### src/rtl/seg7_frame_capture_if.sv
// Bus bundle for seg7_frame_capture: multiplexed 7-segment input side
// plus the valid/ready frame output and the error/overrun pulses.
interface seg7_frame_capture_if #(
    parameter int DIGITS = 4
);
    logic                  sample;
    logic [6:0]            seg;
    logic [DIGITS-1:0]     dig_sel;
    logic [4*DIGITS-1:0]   bcd_out;
    logic                  out_valid;
    logic                  out_ready;
    logic                  err;
    logic                  overrun;

    // master drives the display bus and consumes frames; slave is the capture block
    modport master (
        output sample, seg, dig_sel, out_ready,
        input  bcd_out, out_valid, err, overrun
    );

    modport slave (
        input  sample, seg, dig_sel, out_ready,
        output bcd_out, out_valid, err, overrun
    );
endinterface

### src/rtl/seg7_frame_capture.sv
// Re-reads a multiplexed 7-segment bus into a packed BCD frame with per-digit
// stability filtering. Define SEG7_BLANK_EN to accept the all-off pattern as blank (4'hF).
module seg7_frame_capture #(
    parameter int DIGITS = 4,
    parameter int STABLE = 3
) (
    input  logic                 clk,
    input  logic                 rst_n,
    seg7_frame_capture_if.slave  bus
);

    localparam int              IDX_W    = (DIGITS > 1) ? $clog2(DIGITS) : 1;
    localparam logic [3:0]      STABLE_C = 4'(STABLE);
    localparam logic [DIGITS-1:0] ONE    = DIGITS'(1);

    typedef enum logic {
        S_EMPTY = 1'b0,
        S_FULL  = 1'b1
    } out_state_t;

    // Returns {legal, value} for a segment pattern ordered a..g.
    function automatic logic [4:0] decode(input logic [6:0] s);
        logic [4:0] d;
        d = 5'b0_0000;
        case (s)
            7'b1111110: d = {1'b1, 4'd0};
            7'b0110000: d = {1'b1, 4'd1};
            7'b1101101: d = {1'b1, 4'd2};
            7'b1111001: d = {1'b1, 4'd3};
            7'b0110011: d = {1'b1, 4'd4};
            7'b1011011: d = {1'b1, 4'd5};
            7'b1011111: d = {1'b1, 4'd6};
            7'b1110000: d = {1'b1, 4'd7};
            7'b1111111: d = {1'b1, 4'd8};
            7'b1111011: d = {1'b1, 4'd9};
`ifdef SEG7_BLANK_EN
            7'b0000000: d = {1'b1, 4'hF};
`else
            7'b0000000: d = 5'b0_0000;
`endif
            default:    d = 5'b0_0000;
        endcase
        return d;
    endfunction

    logic [IDX_W-1:0]     r_last_idx;
    logic [6:0]           r_last_seg;
    logic [3:0]           r_stab_cnt;
    logic [4*DIGITS-1:0]  r_frame;
    logic [DIGITS-1:0]    r_got;
    logic [4*DIGITS-1:0]  r_bcd;
    logic                 r_err;
    logic                 r_overrun;
    out_state_t           r_state;

    logic                 w_sel_any;
    logic                 w_onehot;
    logic                 w_multi;
    logic [IDX_W-1:0]     w_idx;
    logic                 w_same;
    logic [3:0]           w_cnt_next;
    logic                 w_accept;
    logic [4:0]           w_dec;
    logic                 w_legal;
    logic [DIGITS-1:0]    w_got_set;
    logic                 w_complete;
    logic [4*DIGITS-1:0]  w_frame_next;

    // NOTE: every always_comb output gets a default first so no path leaves it unassigned (no latch).
    always_comb begin
        w_idx = '0;
        for (int k = 0; k < DIGITS; k++) begin
            if (bus.dig_sel[k]) w_idx = k[IDX_W-1:0];
        end
    end

    assign w_sel_any = |bus.dig_sel;
    assign w_onehot  = w_sel_any && ((bus.dig_sel & (bus.dig_sel - ONE)) == '0);
    assign w_multi   = w_sel_any && !w_onehot;

    assign w_same     = w_onehot && (w_idx == r_last_idx) && (bus.seg == r_last_seg);
    assign w_cnt_next = !w_same                  ? 4'd1 :
                        (r_stab_cnt == STABLE_C) ? STABLE_C :
                                                   r_stab_cnt + 4'd1;

    // Accept only on the transition into STABLE, never while already saturated.
    assign w_accept = bus.sample && w_onehot && (w_cnt_next == STABLE_C)
                      && !(w_same && (r_stab_cnt == STABLE_C));

    assign w_dec      = decode(bus.seg);
    assign w_legal    = w_dec[4];
    assign w_got_set  = r_got | (ONE << w_idx);
    assign w_complete = w_accept && w_legal && (w_got_set == '1);

    always_comb begin
        w_frame_next = r_frame;
        if (w_accept && w_legal) w_frame_next[4*w_idx +: 4] = w_dec[3:0];
    end

    // NOTE: sequential state uses non-blocking assignments so all registers update from pre-edge values.
    always_ff @(posedge clk) begin
        if (!rst_n) begin
            r_last_idx <= '0;
            r_last_seg <= '0;
            r_stab_cnt <= '0;
            r_frame    <= '0;
            r_got      <= '0;
            r_bcd      <= '0;
            r_err      <= 1'b0;
            r_overrun  <= 1'b0;
            r_state    <= S_EMPTY;
        end else begin
            r_err     <= 1'b0;
            r_overrun <= 1'b0;

            if (bus.sample && w_multi) begin
                r_err      <= 1'b1;
                r_stab_cnt <= '0;
                r_got      <= '0;
            end else if (bus.sample && w_onehot) begin
                r_stab_cnt <= w_cnt_next;
                if (!w_same) begin
                    r_last_idx <= w_idx;
                    r_last_seg <= bus.seg;
                end
                if (w_accept) begin
                    if (w_legal) begin
                        r_frame <= w_frame_next;
                        r_got   <= w_complete ? '0 : w_got_set;
                    end else begin
                        r_err <= 1'b1;
                        r_got <= '0;
                    end
                end
            end

            // Output stage: a completed frame either loads or, under backpressure, is dropped.
            case (r_state)
                S_EMPTY: begin
                    if (w_complete) begin
                        r_bcd   <= w_frame_next;
                        r_state <= S_FULL;
                    end
                end
                S_FULL: begin
                    if (w_complete) begin
                        if (bus.out_ready) r_bcd     <= w_frame_next;
                        else               r_overrun <= 1'b1;
                    end else if (bus.out_ready) begin
                        r_state <= S_EMPTY;
                    end
                end
                default: r_state <= S_EMPTY;
            endcase
        end
    end

    assign bus.bcd_out   = r_bcd;
    assign bus.out_valid = (r_state == S_FULL);
    assign bus.err       = r_err;
    assign bus.overrun   = r_overrun;

endmodule

### src/flat_wrapper.sv
// flat-port wrapper written by rule: the top's interface ports become plain ports
module seg7_frame_capture_flat 
#(
    parameter int DIGITS = 4,
    parameter int STABLE = 3
)
  (clk, rst_n, bus_sample, bus_seg, bus_dig_sel, bus_out_ready, bus_bcd_out, bus_out_valid, bus_err, bus_overrun);
  seg7_frame_capture_if #(.DIGITS(DIGITS)) bus_i ();
  input  logic clk;
  input  logic rst_n;
  input wire logic [$bits(bus_i.sample)-1:0] bus_sample;
  input wire logic [$bits(bus_i.seg)-1:0] bus_seg;
  input wire logic [$bits(bus_i.dig_sel)-1:0] bus_dig_sel;
  input wire logic [$bits(bus_i.out_ready)-1:0] bus_out_ready;
  output wire logic [$bits(bus_i.bcd_out)-1:0] bus_bcd_out;
  output wire logic [$bits(bus_i.out_valid)-1:0] bus_out_valid;
  output wire logic [$bits(bus_i.err)-1:0] bus_err;
  output wire logic [$bits(bus_i.overrun)-1:0] bus_overrun;
  assign bus_i.sample = bus_sample;
  assign bus_i.seg = bus_seg;
  assign bus_i.dig_sel = bus_dig_sel;
  assign bus_i.out_ready = bus_out_ready;
  assign bus_bcd_out = bus_i.bcd_out;
  assign bus_out_valid = bus_i.out_valid;
  assign bus_err = bus_i.err;
  assign bus_overrun = bus_i.overrun;
  seg7_frame_capture #(.DIGITS(DIGITS), .STABLE(STABLE)) u_core (.clk(clk), .rst_n(rst_n), .bus(bus_i));
endmodule
### config.mk
export PLATFORM = sky130hd
export DESIGN_NAME = seg7_frame_capture_flat
export DESIGN_NICKNAME = d
export VERILOG_FILES = /design/src/rtl/seg7_frame_capture_if.sv /design/src/rtl/seg7_frame_capture.sv /design/src/flat_wrapper.sv
export SDC_FILE = /design/constraint.sdc
export NUM_CORES = 1
export LEC_CHECK = 0
export CORE_ASPECT_RATIO = 0.7
export CORE_UTILIZATION = 45
export DETAILED_ROUTE_END_ITERATION = 6
export PLACE_DENSITY = 0.66
export SLEW_MARGIN = 5
export SYNTH_ARGS = -nofsm -noshare
export SYNTH_HDL_FRONTEND = slang
export SYNTH_SLANG_ARGS = --single-unit
### constraint.sdc
create_clock -name clk -period 6.69 [get_ports clk]
set_input_delay 0.669 -clock clk [delete_from_list [all_inputs] [get_ports clk]]
set_output_delay 0.669 -clock clk [all_outputs]
set_load 0.01 [all_outputs]
# [After elaboration in Yosys (flattened, before gate mapping)]
# Index checks and enable logic that the tools add are counted.
[word_totals] reg_bits=52 latchBits=0 mem_bits_rw=0 mem_bits_ro=0 inputBits=15 out_inout_bits=19 word_cells=82 n_memories=0
[op_classes] addsub=3 multipliers=0 div_mod_pow=0 order_cmp=0 eq_ne=18 n_shift=3 mux=22 bitwise_logic=6 n_reduce_logical=21
[ops] cell="2-to-1 mux 16 bit" count=4
[ops] cell="equality test 7 bit (second input constant)" count=8
[ops] cell="one-hot mux 5 bit (10 select lines)" count=1
[ops] cell="negation 4 -> 34 bit" count=1
[ops] cell="variable shift 4 x 34 -> 16 bit (first input constant)" count=1
[ops] cell="variable part select 4 x 34 -> 16 bit" count=1
[ops] cell="one-hot mux 16 bit (2 select lines)" count=1
[ops] cell="bitwise mux 16 bit" count=1
[ops] cell="2-to-1 mux 4 bit" count=4
[ops] cell="equality test 7 x 6 -> 1 bit (second input constant)" count=2
[ops] cell="logical AND 1 bit" count=11
[ops] cell="AND reduction 3 bit" count=3
[ops] cell="equality test 4 x 2 -> 1 bit (second input constant)" count=2
[ops] cell="2-to-1 mux 1 bit" count=8
[ops] cell="equality test 7 bit" count=1
[ops] cell="adder 4 x 1 -> 4 bit (second input constant)" count=1
[ops] cell="bitwise AND 4 bit" count=1
[ops] cell="equality test 4 bit (second input constant)" count=1
[ops] cell="logical NOT 4 bit" count=1
[ops] cell="2-to-1 mux 2 bit" count=2
[ops] cell="!= test 2 bit (second input constant)" count=2
[ops] cell="NOT 1 bit" count=4
[ops] cell="OR 4 bit" count=1
[ops] cell="AND reduction 4 bit" count=1
[ops] cell="9 further kinds" count=10

# [Depth between registers and ports, before layout]
[logic_depth] depth_word=15 ltp_mapped=9

# [Worst setup path after synthesis]
# Ideal clock, no wire load.
[synth_path] path_type="input to register" startpoint="input port bus_dig_sel[3]" endpoint="register u_core.r_stab_cnt[3]" setup_ns=0.070 t_arrival_ns=2.870 slack_ns=3.750 cell_stages=8 n_path_buf=2 cell_sequence="buf_2 -> or3_1 -> a211o_1 -> a2111o_1 -> buf_6 -> or2_1 -> or4_1 -> a21oi_1"
[synth_via] elab_chain_len=8
[synth_lines] element="start, declared" line_no="flat_wrapper.sv:13" rtl="input wire logic [$bits(bus_i.dig_sel)-1:0] bus_dig_sel;"
[synth_lines] element="subtractor 4 x 1 -> 4 bit" line_no="seg7_frame_capture.sv:78" rtl="assign w_onehot = w_sel_any && ((bus.dig_sel & (bus.dig_sel - ONE)) == '0);"
[synth_lines] element="bitwise AND 4 bit" line_no="seg7_frame_capture.sv:78"
[synth_lines] element="logical NOT 4 bit" line_no="seg7_frame_capture.sv:78"
[synth_lines] element="logical AND 1 bit" line_no="seg7_frame_capture.sv:78"
[synth_lines] element="logical NOT 1 bit" line_no="seg7_frame_capture.sv:79" rtl="assign w_multi = w_sel_any && !w_onehot;"
[synth_lines] element="logical AND 1 bit" line_no="seg7_frame_capture.sv:79"
[synth_lines] element="logical AND 1 bit" line_no="seg7_frame_capture.sv:116" rtl="if (bus.sample && w_multi) begin"
[synth_lines] element="OR reduction 2 bit (no line)"
[synth_lines] element="end signal, assigned" line_no="seg7_frame_capture.sv:121" rtl="r_stab_cnt <= w_cnt_next;"
[synth_lines] element="end, declared" line_no="seg7_frame_capture.sv:48" rtl="logic [3:0] r_stab_cnt;"
# Several ways; a longest one is shown, not always the timed one.
# A chain may end at the register's enable or synchronous reset.

# [Worst setup path in the final report]
[layout_path] startpoint="input port bus_dig_sel[3]" endpoint="register u_core.r_bcd[8] (netlist: u_core.bus.bcd_out[8])"
[layout_via] elab_chain_len=15
[layout_lines] element="subtractor 4 x 1 -> 4 bit" line_no="seg7_frame_capture.sv:78"
[layout_lines] element="bitwise AND 4 bit" line_no="seg7_frame_capture.sv:78"
[layout_lines] element="logical NOT 4 bit" line_no="seg7_frame_capture.sv:78"
[layout_lines] element="logical AND 1 bit" line_no="seg7_frame_capture.sv:78"
[layout_lines] element="logical AND 1 bit (2 in a row)" line_no="seg7_frame_capture.sv:81" rtl="assign w_same = w_onehot && (w_idx == r_last_idx) && (bus.seg == r_last_seg);"
[layout_lines] element="2-to-1 mux 4 bit" line_no="seg7_frame_capture.sv:82" rtl="assign w_cnt_next = !w_same ? 4'd1 :"
[layout_lines] element="equality test 4 x 2 -> 1 bit" line_no="seg7_frame_capture.sv:87" rtl="assign w_accept = bus.sample && w_onehot && (w_cnt_next == STABLE_C)"
[layout_lines] element="logical AND 1 bit" line_no="seg7_frame_capture.sv:87"
[layout_lines] element="logical AND 1 bit" line_no="seg7_frame_capture.sv:88" rtl="&& !(w_same && (r_stab_cnt == STABLE_C));"
[layout_lines] element="logical AND 1 bit" line_no="seg7_frame_capture.sv:93, seg7_frame_capture.sv:97"
[layout_lines] element="2-to-1 mux 16 bit" line_no="seg7_frame_capture.sv:97" rtl="if (w_accept && w_legal) w_frame_next[4*w_idx +: 4] = w_dec[3:0];"
[layout_lines] element="2-to-1 mux 16 bit" line_no="seg7_frame_capture.sv:147" rtl="if (bus.out_ready) r_bcd <= w_frame_next;"
[layout_lines] element="2-to-1 mux 16 bit" line_no="seg7_frame_capture.sv:146" rtl="if (w_complete) begin"
[layout_lines] element="one-hot mux 16 bit (2 select lines)" line_no="seg7_frame_capture.sv:138" rtl="case (r_state)"
[layout_lines] element="end signal, assigned" line_no="seg7_frame_capture.sv:141" rtl="r_bcd <= w_frame_next;"
[layout_lines] element="end signal, assigned" line_no="seg7_frame_capture.sv:147"
[layout_lines] element="end, declared" line_no="seg7_frame_capture.sv:51" rtl="logic [4*DIGITS-1:0] r_bcd;"
# Several ways; a longest one is shown, not always the timed one. The select of a mux whose other input is x is not followed.

==> flow_summary.json <==
{
  "cts_resized": 0,
  "grt_max_degree": 29,
  "p_total_uw": 555,
  "clockBufferDepth": 2,
  "fp.dieH_um": 64.3,
  "cp_max_fo": 17,
  "cts_tree": "yes",
  "worstSkewPairLatency_ns": 0.31,
  "nFillCells": 495,
  "pwr_density_cell_mw_per_mm2": 189,
  "critPathArrivalTime_ns": 3.86,
  "initialDrtViolationCount": 153,
  "synthArstFlopShare_pct": 0,
  "htree_levels": 2,
  "drive_gt1_share_pct": 5.84,
  "finalWorstSetupSlack_ns": 3.02,
  "maxSlewHeadroom_pct": 31.4,
  "p_leak_nw": 1.03,
  "worstPathCellList": "clkdlybuf4s50_1 > or3_1 > a211o_1 > a2111o_1 > nor4_2 > mux2i_1 > a21oi_1",
  "grt_pass1_vias": 1815,
  "drt-wirelength-per-cell_um": 14.4,
  "slowest_delay_ns": 0.68,
  "synth_area_leaders": "dfxtp_1 42%, mux2i_1 7.6%, nor2_1 5.4%",
  "p_switching_uw": 147,
  "via_per_inst": 5.53,
  "grt_overflow_total": 0,
  "numCtsBuffers": 5,
  "synth_edf_count": 0,
  "pwr-share-seq_pct": 56.7,
  "grt.total_usage_pct": 20.0,
  "synth_ff_type": "dfxtp_1",
  "peakVddDrop_mv": 0.101,
  "diodes": 0,
  "num_rows": 22,
  "ys_top_cells_by_count": "52 x dfxtp_1, 36 x nor2_1, 19 x a21oi_1, 19 x mux2i_1, 19 x nand2_1",
  "place.gp.congestion": 0.824,
  "swShare_pct": 26.4,
  "dpl.cell_count": 372,
  "finalSetupViolations": 0,
  "worstMarginPinSlew_ns": 1.02,
  "ys_warn_count": 0,
  "die-area_mm2": 0.00586,
  "period_needed_ns": 3.67,
  "syn_nets": 300,
  "combPwrFrac_pct": 10.1,
  "wirelength_mm": 5.46,
  "internal_power_uw": 408,
  "ant_nets": 0,
  "syn-instance-count": 284,
  "endpoint_kind": "flop",
  "worstSetupStartpointType": "input pin",
  "min_path_type": "reg -> reg",
  "drtPass1Iterations": 4,
  "ys_seq_area_share_pct": 41.7,
  "start_util_pct": 47.3,
  "ys_types": 53,
  "core_mm2": 0.00529,
  "rsz0062_at_grt": "false",
  "io_pins": 34,
  "critPathKind": "in -> reg",
  "grt_pass1_wl_mm": 9.18,
  "portBuffers": 33,
  "synth_area_mm2": 0.00250,
  "hold_viol_final": 0,
  "areaGrowthSynthToFinish_pct": 17.6,
  "synth_top_cell_by_area": "dfxtp_1",
  "avgSynthCellArea_um2": 8.80,
  "postCtsSetupBuffers": 0,
  "cpMaxStageDelayCell": "clkdlybuf4s50_1",
  "fmax_ghz": 0.272,
  "cp.required_ns": 6.88,
  "clk_pin_slew_ns": 0.10,
  "finalMaxSlewViolations": 0,
  "final_cell_count_no_fill": 380,
  "antenna_found_initial": 0,
  "p_clk_share_pct": 33.3,
  "status": "finished, final reports clean",
  "synth.most_common_cell": "dfxtp_1",
  "vias": 2100,
  "root_buffer": "clkbuf_8",
  "synth_top_area_share_pct": 41.7,
  "dp_hpwl_mm": 3.76,
  "final.period_utilization_pct": 54.9,
  "hold_buffers": 0,
  "final.setup.tns_ns": 0,
  "drc": 0,
  "post-place-ws_ns": 2.71,
  "ys_seq_elements": 52,
  "maxCapViolCount": 0,
  "fin_nets": 323,
  "clkSinkCount": 52,
  "skew_ns": 0.00730,
  "die_width_um": 91.1
}
[stage by stage]
step	cell area, µm²	hold WS, ns	utilization (%)
2_1_floorplan	2500	0.432	-
3_5_place_dp	2850	0.452	53.8
6_report	2940	0.474	55.6
3_3_place_gp	2850	0.448	53.8
5_1_grt	2940	0.498	55.6
4_1_cts	2940	0.474	55.6
[layer usage]
metal / up-vias / wire length [µm] / part of all wire [%] / track usage (%)
li1: 1061 / - / - / -
met2: 58 / 2170 / 40 / 27.0
met3: 6 / 249 / 4.6 / 4.29
met5: - / 0 / 0 / 0
met1: 975 / 2960 / 54 / 30.4
met4: 0 / 78 / 1.4 / 7.14
[power by group through the flow]
| stage | Combinational [mW] | Sequential, mW | Clock [mW] |
|---|---|---|---|
| 3_5_place_dp | 0.0552 | 0.322 | 0 |
| 5_1_grt | 0.0611 | 0.315 | 0.202 |
| 6_report | 0.0558 | 0.314 | 0.185 |
| 2_1_floorplan | 0.0380 | 0.321 | 0 |
| 3_3_place_gp | 0.0547 | 0.321 | 0 |
| 4_1_cts | 0.0555 | 0.314 | 0.187 |
[final cells by class]
type / instances / area (µm²) / area share, %
multi-input cells: 209 / 1360 / 46.2
flip-flops and latches: 52 / 1040 / 35.4
repair buffers: 34 / 338 / 11.5
well taps: 72 / 90.1 / 3.07
clock buffers: 5 / 68.8 / 2.34
clock inverters: 3 / 23.8 / 0.809
inverters: 5 / 18.8 / 0.639
[path summary, 6_finish.rpt]
path,startpoint,to,slack (ns),depth (start not counted)
setup / recovery,bus_dig_sel[3],u_core.bus.bcd_out[8],3.02,7
hold / removal,u_core.r_got[1],u_core.r_got[1],0.47,1
setup reg to reg,u_core.r_last_idx[1],u_core.bus.bcd_out[8],3.82,6
hold reg to reg,u_core.r_got[1],u_core.r_got[1],0.47,1
[cell families after synthesis]
group | count (synthesis) | share of synthesized area, %
AO/OA/AOI/OAI | 73 | 18.3
buffers and inverters | 23 | 4.01
flip-flops | 52 | 41.7
multiplexers | 19 | 7.61
AND/OR/NAND/NOR | 106 | 24.4
adder cells (fa/ha/maj) | 1 | 0.501
XOR/XNOR | 10 | 3.51
[worst max-delay path: cells and delay by family]
family,cells,cell delay (ns)
AND/OR/NAND/NOR,2,1.14
multiplexers,1,0.30
buffers and inverters,1,0.68
AO/OA/AOI/OAI,3,1.06
[sequential cells by signal, summed over array words and instances, names as in the netlist]
name,flops
u_core.bus.bcd_out,16
u_core.bus.err,1
u_core.bus.out_valid,1
u_core.bus.overrun,1
u_core.r_frame,16
u_core.r_got,4
u_core.r_last_idx,2
u_core.r_last_seg,7
u_core.r_stab_cnt,4
[cells in the final DEF, fill, tap and decap left out, types with 5 or more instances in the layout]
cell / netlist / final
a21oi_1: 19 / 19
clkbuf_8: 0 / 5
clkdlybuf4s50_1: 0 / 33
dfxtp_1: 52 / 52
inv_1: 5 / 5
mux2i_1: 19 / 19
nand2_1: 19 / 19
nand3_1: 5 / 5
nor2_1: 36 / 36
nor2b_1: 8 / 8
nor3_1: 7 / 7
o21ai_0: 16 / 16
o21ai_1: 7 / 7
o22ai_1: 7 / 7
xnor2_1: 6 / 6
No activity file was read; power rests on OpenSTA's default activity.
==> RTL edit, RTL diff (same settings) <==
Make the reset (`rst_n`) asynchronous in one clocked block.
--- a/src/rtl/seg7_frame_capture.sv
+++ b/src/rtl/seg7_frame_capture.sv
@@ -99,5 +99,5 @@
 
     // NOTE: sequential state uses non-blocking assignments so all registers update from pre-edge values.
-    always_ff @(posedge clk) begin
+    always_ff @(posedge clk or negedge rst_n) begin
         if (!rst_n) begin
             r_last_idx <= '0;
Function: differs if rst_n is asserted again (counterexample within 4 cycles, from zero or initial values and one cycle with rst_n low); with rst_n held inactive, the same outputs for 4 cycles.
==> RTL edit against the original RTL <==
Sequential share of layout area increased by 4.7 points; area after synthesis up 13%; power up 14%; sequential cell count did not move; wire length grew 14%; sequential power up 9.9%; clock power up 4%; setup slack worse by 0.16 ns; design area increased by 10%; critical path type unchanged; largest cell class unchanged.
==> RTL edit: results <==
set metrics [dict create \
    status "finished clean" \
    rr_worst_depth 7 \
    clk_share_pct 2.78 \
    grt_pass1_wl_um 10300 \
    nonClkBufAreaFrac_pct 10.5 \
    post-dp-hpwl_um 4290 \
    drt-total-wl_um 6220 \
    slew_headroom_pct 29.0 \
    vias 2132 \
    synth_fp_nets 286 \
    synth_mux_area_share_pct 9.16 \
    hold_class "in -> async" \
    regToRegSetupSlack_ns 3.28 \
    yosysSeqAreaShare_pct 46.0 \
    synthArstFlopShare_pct 100 \
    power_switching_share_pct 29.0 \
    drt-met1-wl_um 3360 \
    grtUsageMet2_pct 29.6 \
    grt_max_degree 53 \
    timing.rr.end "u_core.bus.bcd_out[8]$_DFFE_PN0P_" \
    synth-xor-area-share_pct 3.10 \
    synthAdderAreaFrac_pct 2.65 \
    multi_input_area_um2 1410 \
    synth_area_leaders "dfrtp_1 46%, mux2_2 9.2%, o31ai_1 4.5%" \
    drt_iter0_markers 129 \
    p_leak_nw 1.32 \
    synth-compound-area-share_pct 16.1 \
    crit_fanout 16 \
    ir_worst_vdd_mv 0.134 \
    seq_share_pct 40.1 \
    critPathArrivalTime_ns 4.04 \
    buffers 35 \
    fin_util_pct 55.0 \
    nets 309 \
    skew_ns 0.00649 \
    multi_input_gates 191 \
    critical-path-slowest-cell "nand4bb_1" \
    wl_met2_um 2480 \
    critical_path.startpoint "bus_dig_sel[1]" \
    fillCellCount 533 \
    slowest_delay_ns 0.73 \
    track_usage_pct 20.0 \
    use_met3_pct 4.19 \
    share_seq_of_total_power_pct 54.4 \
    grt_pass1_vias 2013 \
    n_all_inverters 3 \
    powerClk_mw 0.192 \
    use_met1_pct 29.4 \
    dr_wl_met3_um 312 \
    r2r_start "u_core.r_stab_cnt[0]$_DFFE_PN0P_" \
]
## RTL edit: cell count changes after synthesis, moves of 15 or more
cell and change:
dfrtp_1 +52, dfxtp_1 -52, mux2_2 +23, mux2i_1 -19, nor2_1 -23, o31ai_1 +15
## RTL edit: stage by stage
stage,cell area [um2],hold WS (ns),worst slack [ns],instances,power [mW]
6_report,3250,0.442,2.86,364,0.633
5_1_grt,3250,0.523,2.62,364,0.657
4_1_cts,3250,0.490,2.89,364,0.635
3_5_place_dp,3160,0.476,2.55,356,0.446
3_3_place_gp,3160,0.478,2.60,356,0.444
2_1_floorplan,2830,0.373,3.77,265,0.413
## RTL edit: kinds of logic after synthesis
logic type / after synthesis
muxes: 23
and+or+nand+nor: 85
xor gates and xnor gates: 10
DFF: 52
AOI/OAI and AO/OA: 67
buffers and inverters: 22
adders and majority gates: 6
